==> config.mk <==
export PLATFORM = sky130hd
export DESIGN_NAME = mem_arb_ctrl
export DESIGN_NICKNAME = d
export VERILOG_FILES = /design/src/rtl/mem_arb_ctrl.sv
export SDC_FILE = /design/constraint.sdc
export NUM_CORES = 1
export LEC_CHECK = 0
export ABC_AREA = 1
export CAP_MARGIN = 20
export CORE_ASPECT_RATIO = 0.8
export CORE_MARGIN = 2
export CORE_UTILIZATION = 23
export CTS_BUF_LIST = sky130_fd_sc_hd__clkbuf_4
export CTS_CLUSTER_SIZE = 8
export DETAILED_ROUTE_END_ITERATION = 8
export GPL_ROUTABILITY_DRIVEN = 0
export PLACE_DENSITY = 0.92
export REMOVE_ABC_BUFFERS = 1
export SKIP_CTS_REPAIR_TIMING = 1
export SLEW_MARGIN = 30
export SYNTH_ARGS = -nofsm -noshare
export SYNTH_HDL_FRONTEND = slang
export SYNTH_SLANG_ARGS = --single-unit
==> constraint.sdc <==
create_clock -name clk -period 3.73 [get_ports clk]
set_input_delay 0.746 -clock clk [delete_from_list [all_inputs] [get_ports clk]]
set_output_delay 0.746 -clock clk [all_outputs]
set_load 0.02 [all_outputs]
==> src/rtl/mem_arb_ctrl.sv <==
// Arbitrates N_REQ producers into the single MEM write port and drains MEM to a consumer.
// Define MEM_ARB_FIXED_PRIO_EN for fixed priority (requester 0 highest) instead of round-robin.
module mem_arb_ctrl #(
    parameter int unsigned DATA_W = 32,
    parameter int unsigned ADDR_W = 2,
    parameter int unsigned N_REQ  = 2
) (
    input  logic                          clk,
    input  logic                          rst,
    input  logic [N_REQ-1:0]              req_valid,
    input  logic [N_REQ*(DATA_W+2)-1:0]   req_data,
    output logic [N_REQ-1:0]              req_ready,
    input  logic                          train_done,
    output logic                          out_valid,
    input  logic                          out_ready,
    output logic [DATA_W+1:0]             out_data,
    output logic                          drain_done,
    output logic [ADDR_W:0]               count,
    output logic                          full,
    output logic                          empty,
    output logic                          mem_rst,
    output logic                          mem_wr_en,
    output logic                          mem_rd_en,
    output logic [DATA_W+1:0]             mem_data_in,
    input  logic [DATA_W+1:0]             mem_data_out
);

    localparam int unsigned WORD_W = DATA_W + 2;
    localparam int unsigned DEPTH  = 2 ** ADDR_W;
    localparam int unsigned IDX_W  = (N_REQ > 1) ? $clog2(N_REQ) : 1;

    typedef enum logic [0:0] {StFill, StDrain} state_e;

    state_e             state_q;
    logic [ADDR_W:0]    count_q;
    logic               out_valid_q;
    logic               drain_done_q;

    logic [IDX_W-1:0]   rr_start;
    logic [IDX_W-1:0]   gidx;
    logic [IDX_W:0]     scan_idx;
    logic               found;
    logic [N_REQ-1:0]   grant;
    logic               wr;
    logic               rd;

`ifdef MEM_ARB_FIXED_PRIO_EN
    assign rr_start = '0;
`else
    logic [IDX_W-1:0]   rr_q;
    assign rr_start = rr_q;
`endif

    // Scan requesters starting at rr_start, wrapping modulo N_REQ.
    always_comb begin
        found    = 1'b0;
        gidx     = '0;
        scan_idx = '0;
        for (int unsigned off = 0; off < N_REQ; off++) begin
            scan_idx = {1'b0, rr_start} + (IDX_W+1)'(off);
            if (scan_idx >= (IDX_W+1)'(N_REQ)) begin
                scan_idx = scan_idx - (IDX_W+1)'(N_REQ);
            end
            if (!found && req_valid[scan_idx[IDX_W-1:0]]) begin
                found = 1'b1;
                gidx  = scan_idx[IDX_W-1:0];
            end
        end
    end

    always_comb begin
        grant       = '0;
        mem_data_in = '0;
        for (int i = 0; i < N_REQ; i++) begin
            grant[i] = found && (gidx == IDX_W'(i));
            if (grant[i]) begin
                mem_data_in = req_data[i*WORD_W +: WORD_W];
            end
        end
    end

    assign full  = (count_q == (ADDR_W+1)'(DEPTH));
    assign empty = (count_q == '0);

    // Strobes are suppressed while rst is low; MEM is being cleared anyway.
    assign wr = rst && found && !full;
    assign rd = rst && (state_q == StDrain) && !empty && (!out_valid_q || out_ready);

    assign req_ready  = wr ? grant : '0;
    assign mem_wr_en  = wr;
    assign mem_rd_en  = rd;
    assign mem_rst    = ~rst;
    assign out_data   = mem_data_out;
    assign out_valid  = out_valid_q;
    assign drain_done = drain_done_q;
    assign count      = count_q;

    always_ff @(posedge clk) begin
        if (!rst) begin
            state_q      <= StFill;
            count_q      <= '0;
            out_valid_q  <= 1'b0;
            drain_done_q <= 1'b0;
`ifndef MEM_ARB_FIXED_PRIO_EN
            rr_q         <= '0;
`endif
        end else begin
            drain_done_q <= 1'b0;
            case (state_q)
                StFill: begin
                    if (train_done) begin
                        state_q <= StDrain;
                    end
                end
                StDrain: begin
                    if (empty && !out_valid_q && !wr) begin
                        state_q      <= StFill;
                        drain_done_q <= 1'b1;
                    end
                end
                default: state_q <= StFill;
            endcase

            if (wr && !rd) begin
                count_q <= count_q + (ADDR_W+1)'(1);
            end else if (rd && !wr) begin
                count_q <= count_q - (ADDR_W+1)'(1);
            end

            if (rd) begin
                out_valid_q <= 1'b1;
            end else if (out_valid_q && out_ready) begin
                out_valid_q <= 1'b0;
            end

`ifndef MEM_ARB_FIXED_PRIO_EN
            if (wr) begin
                rr_q <= (gidx == IDX_W'(N_REQ - 1)) ? '0 : gidx + IDX_W'(1);
            end
`endif
        end
    end

endmodule

Yosys cells after proc, flatten, opt, wreduce, memory -nomap -nowiden
Index checks and enable logic that the tools add are counted.

Flip-flop bits (word level): 7. Input port bits: 108. Output and inout bits: 80. Word-level logic and storage cells: 65.

Add/subtract/negate cells: 6. $lt $le $gt $ge: 4. Equality and inequality tests: 1. Muxes and demuxes: 22. Bitwise logic cells: 3. Reduce and logical (&&, ||, !) cells: 24.

Operators with widths (count): 34-bit 2-to-1 mux (2); 1-bit 2-to-1 mux (16); 1-bit logical AND (13); 1-bit logical NOT (6); 3-bit 2-to-1 mux (2); 1-bit by 2-bit < comparator with 1-bit output, second input constant (2); 2-bit nonzero test (2); 3-bit by 1-bit adder with 3-bit output, second input constant (1); 3-bit equality test, second input constant (1); 3-bit logical NOT (1); 1-bit NOT (3); 3-bit by 1-bit subtractor with 3-bit output, second input constant (1); 1-bit by 1-bit adder with 2-bit output, second input constant (1); 1-bit by 2-bit >= comparator with 1-bit output, second input constant (1); 2-bit >= comparator, second input constant (1); 2-bit 2-to-1 mux (1); 1-bit one-hot mux with 2 select lines (1); 2-bit AND reduction (1); 1-bit subtractor, second input constant (2); 1-bit adder, second input constant (1); 1-bit logical OR (1).

Depth between registers and ports, before layout
Word-level depth: 14. Depth in mapped cells: 14. Depth with buffers taken out: 14.

Worst setup path before layout
OpenSTA, ideal clock, no wires.

Path kind: input port to flip-flop. Start: input port rst. End: register count_q[2] (netlist: count[2]). Data arrival time: 2.241 ns. Data required time: 3.617 ns. Setup slack: 1.376 ns. Stages: 13. Buffers on the path: 0. Cells stage by stage: inv_1 > a21oi_1 > nand2_1 > inv_1 > ha_1 > inv_1 > fa_1 > inv_1 > nand2_1 > nand3_1 > nand2_1 > nand2_1 > nor2_1.

Elaborated cells on any way between the ends: 11.

RTL lines: start, declared (RTL line 9) `input logic rst,`; 1-bit logical AND * (2 in series) (RTL line 86) `assign wr = rst && found && !full;`; via mem_wr_en (RTL line 22) `output logic mem_wr_en,`; 1-bit logical NOT (RTL line 126) `end else if (rd && !wr) begin`; 1-bit logical AND (RTL line 126); 2-bit nonzero test (no line); end signal, assigned (RTL line 125) `count_q <= count_q + (ADDR_W+1)'(1);`; end signal, assigned (RTL line 127) `count_q <= count_q - (ADDR_W+1)'(1);`; end, declared (RTL line 35) `logic [ADDR_W:0] count_q;`.

The timed path passes the listed nets; every way through them passes the cells marked *. A chain may end at the register's enable or synchronous reset.

Worst setup path in the final report
Start: input port rst. End: output port mem_wr_en.

Longest elaborated chain between the ends: 2.

RTL lines (RTL line): 1-bit logical AND (2 in series) (86); end, declared (22).

No other way between the ends.

==> run_results.csv <==
group,metric,value,unit
run_status,outcome,"completed",
setup_path,cp_max_fo,6,
synth,synth_cell_type_count,16,
synth,synth_compound_area_share,4.503,%
die,dieArea,5280,sq um
synth,synth_mux_area_share,0,%
clock_network,numCtsBuffers,3,
clock_network,cts_tree,"done",
finish,area_delta_synth_final,95.61,%
synth,syn_avg_cell_area,5.364,sq um
synth,synth_top_family_by_area,"simple AND/OR/NAND/NOR gates",
clock_network,clock_latency,0.25,ns
global_routing,grt_pass1_vias,1324,
hold_path,hold_path_class,"flip-flop to flip-flop",
setup_path,cp_cell_sequence,"clkdlybuf4s50_1 > inv_1 > a21oi_1 > nand2_1 > inv_1 > clkdlybuf4s50_1",
synth,yosysTopAreaCell,"nand2_1",
die,core-area,4569,sq um
synth,yosysSeqAreaShare,12.93,%
setup_path,r2r_slack,1.65,ns
die,die_w,80.74,microns
setup_path,crit_required,2.98,ns
timing,hold_viol_final,0,
synth,synth_warnings,0,
global_routing,grt_antenna_before_repair,0,
synth,synthSimpleGateAreaFrac,45.84,%
finish,layout-drive-gt1-share,3.136,%
finish,n_antenna_cell,0,
timing,rsz0062_at_grt,"no",
setup_path,cp_slowest_cell,"clkdlybuf4s50_1",
timing,whs,0.5250,ns
detailed_routing,drc,0,
timing,final.setup_skew,0.001071,ns
hold_path,hold_path_depth,2,
clock_network,htreeDepth,1,
synth,post_synth_fa_ha_maj_area_fraction,3.002,%
power,power,0.8057,mW
detailed_routing,vias_per_cell,4.363,
timing,worst_slack,0.4331,ns
clock_network,cts-root-buf,"clkbuf_4",
global_routing,grt_remaining_overflow,0,
global_routing,grt_first_pass_wirelength,6831,microns
setup_path,start_kind,"input pin",
synth,netlist.area_leader.share,40.53,%
placement,numPortBuffers,119,
timing,period_share,88.39,%
clock_network,clock_sinks,7,
die,row_count,22,
synth,synth_seq_cells,7,
die,die_h,65.39,microns
setup_path,criticalPathCategory,"input pin to output pin",
detailed_routing,drtIter0Drc,47,
setup_path,worst_path_dominant_cell_family,"buffers and inverters",
global_routing,grt_max_degree,36,
timing,tightest_slew,0.2388,ns
clock_network,clock_path_buffers,2,
synth,synth_area_leaders,"nand2_1 (41%), buf_4 (28%), dfxtp_1 (13%)",
clock_network,clk_pin_slew,0.05,ns
timing,fin_crit,3.297,ns
placement,place_hpwl,4159,microns
synth,synthXorXnorAreaFrac,0.8083,%
global_routing,grt_usage,17.45,%
timing,setup_violations,0,
setup_path,cpPeakStageDelay,0.60,ns
detailed_routing,firstDrtPassIters,4,
die,io_pins,188,
run,cap_violations,0,
detailed_routing,drt-total-wl,4937,microns
setup_path,reg2regPathDepth,13,
detailed_routing,postRouteAntennaNets,0,
setup_path,crit_buf_inv,4,
power,power.density,380.1,nW/um^2
die,start_util,23.71,%
timing,max_freq,303.3,MHz
timing,maxSlewHeadroom,84.03,%
setup_path,path_depth,6,
finish,final_nets,398,
detailed_routing,vias,1514,
detailed_routing,wire_per_inst,14.23,microns
setup_path,crit_arrival,2.55,ns
synth,netlist_area,1084,sq um
timing,setup_tns,0,ns
placement,pre_cts_ws,0.4352,ns
power,peakVddDrop,0.0002146,V
synth,syn_inst,202,
power,p_leak,1.010,nW
setup_path,critPathCaptureType,"output pin",
timing,drv_slew,0,
[layout by cell type, fill, tap and decap left out, drive strengths merged]
master / synthesis / final
fa: 1 / 1
dfxtp: 7 / 7
buf: 40 / 2
nand2: 118 / 118
nor2: 9 / 9
xor2: 1 / 1
o21ai: 3 / 3
clkbuf: 0 / 4
nand3: 2 / 2
a21oi: 3 / 3
clkdlybuf4s50: 0 / 119
inv: 15 / 15
o31ai: 1 / 1
nand3b: 1 / 1
ha: 1 / 1
[path summary, 6_finish.rpt]
check / end / start
setup / recovery: mem_wr_en / rst
hold / removal: out_valid / out_valid
setup reg to reg: count[2] / count[0]
hold reg to reg: out_valid / out_valid
[cell families (layout without fill, tap and decap cells)]
logic type / after synthesis / in the layout
DFF: 7 / 7
buffers and inverters: 55 / 140
AOI/OAI and AO/OA: 7 / 7
adders and majority gates: 2 / 2
and+or+nand+nor: 130 / 130
xor gates and xnor gates: 1 / 1
[Yosys cell counts]
cell type,number
nand3_1,2
o21ai_4,1
o31ai_1,1
inv_1,14
nor2_1,9
dfxtp_1,7
nand2_2,1
nand2_1,117
inv_2,1
fa_1,1
ha_1,1
buf_4,40
nand3b_1,1
o21ai_0,2
a21oi_1,3
xor2_1,1
[layer usage]
metal	share of wire, %	vias to the layer above	routed length, microns	track usage (%)
met5	0	-	0	5.556
met4	0.26	0	13	1.907
met3	17	2	835	14.42
met2	42	120	2081	24.06
met1	41	660	2006	21.00
li1	-	732	-	-
[sequential cells by signal, summed over array words and instances, names as in the netlist]
register and flops:
count 3, drain_done 1, out_valid 1, rr_q 1, state_q 1
[power by group]
part	switching [mW]	internal [mW]	total, mW
combinational	0.310	0.301	0.611
clock	0.0288	0.0481	0.0770
sequential	0.0215	0.0963	0.118
[worst reg2reg max path, stage by stage (launching register included)]
cell and delay (ns):
dfxtp_1 0.41, nor2_1 0.10, a21oi_1 0.20, nand2_1 0.17, inv_1 0.12, ha_1 0.18, inv_1 0.08, fa_1 0.39
inv_1 0.07, nand2_1 0.05, nand3_1 0.08, nand2_1 0.06, nand2_1 0.05, nor2_1 0.04
[cell type report]
| type | count | area, sq um |
|---|---|---|
| fill | 459 | 2450 |
| clock buffer | 4 | 30.03 |
| inverter | 15 | 56.30 |
| timing repair buffer | 121 | 1231 |
| multi-input combinational | 140 | 586.8 |
| sequential | 7 | 140.1 |
| tap | 60 | 75.07 |
[per-stage QoR]
stage / cell area (sq um) / instances / utilization [%]
floorplan: 783.3 / 162 / -
global placement: 2090 / 343 / 45.73
detailed placement: 2090 / 343 / 45.73
CTS: 2120 / 347 / 46.39
global route: 2120 / 347 / 46.39
finish: 2120 / 347 / 46.39
Power figures use the tool's default switching activity.
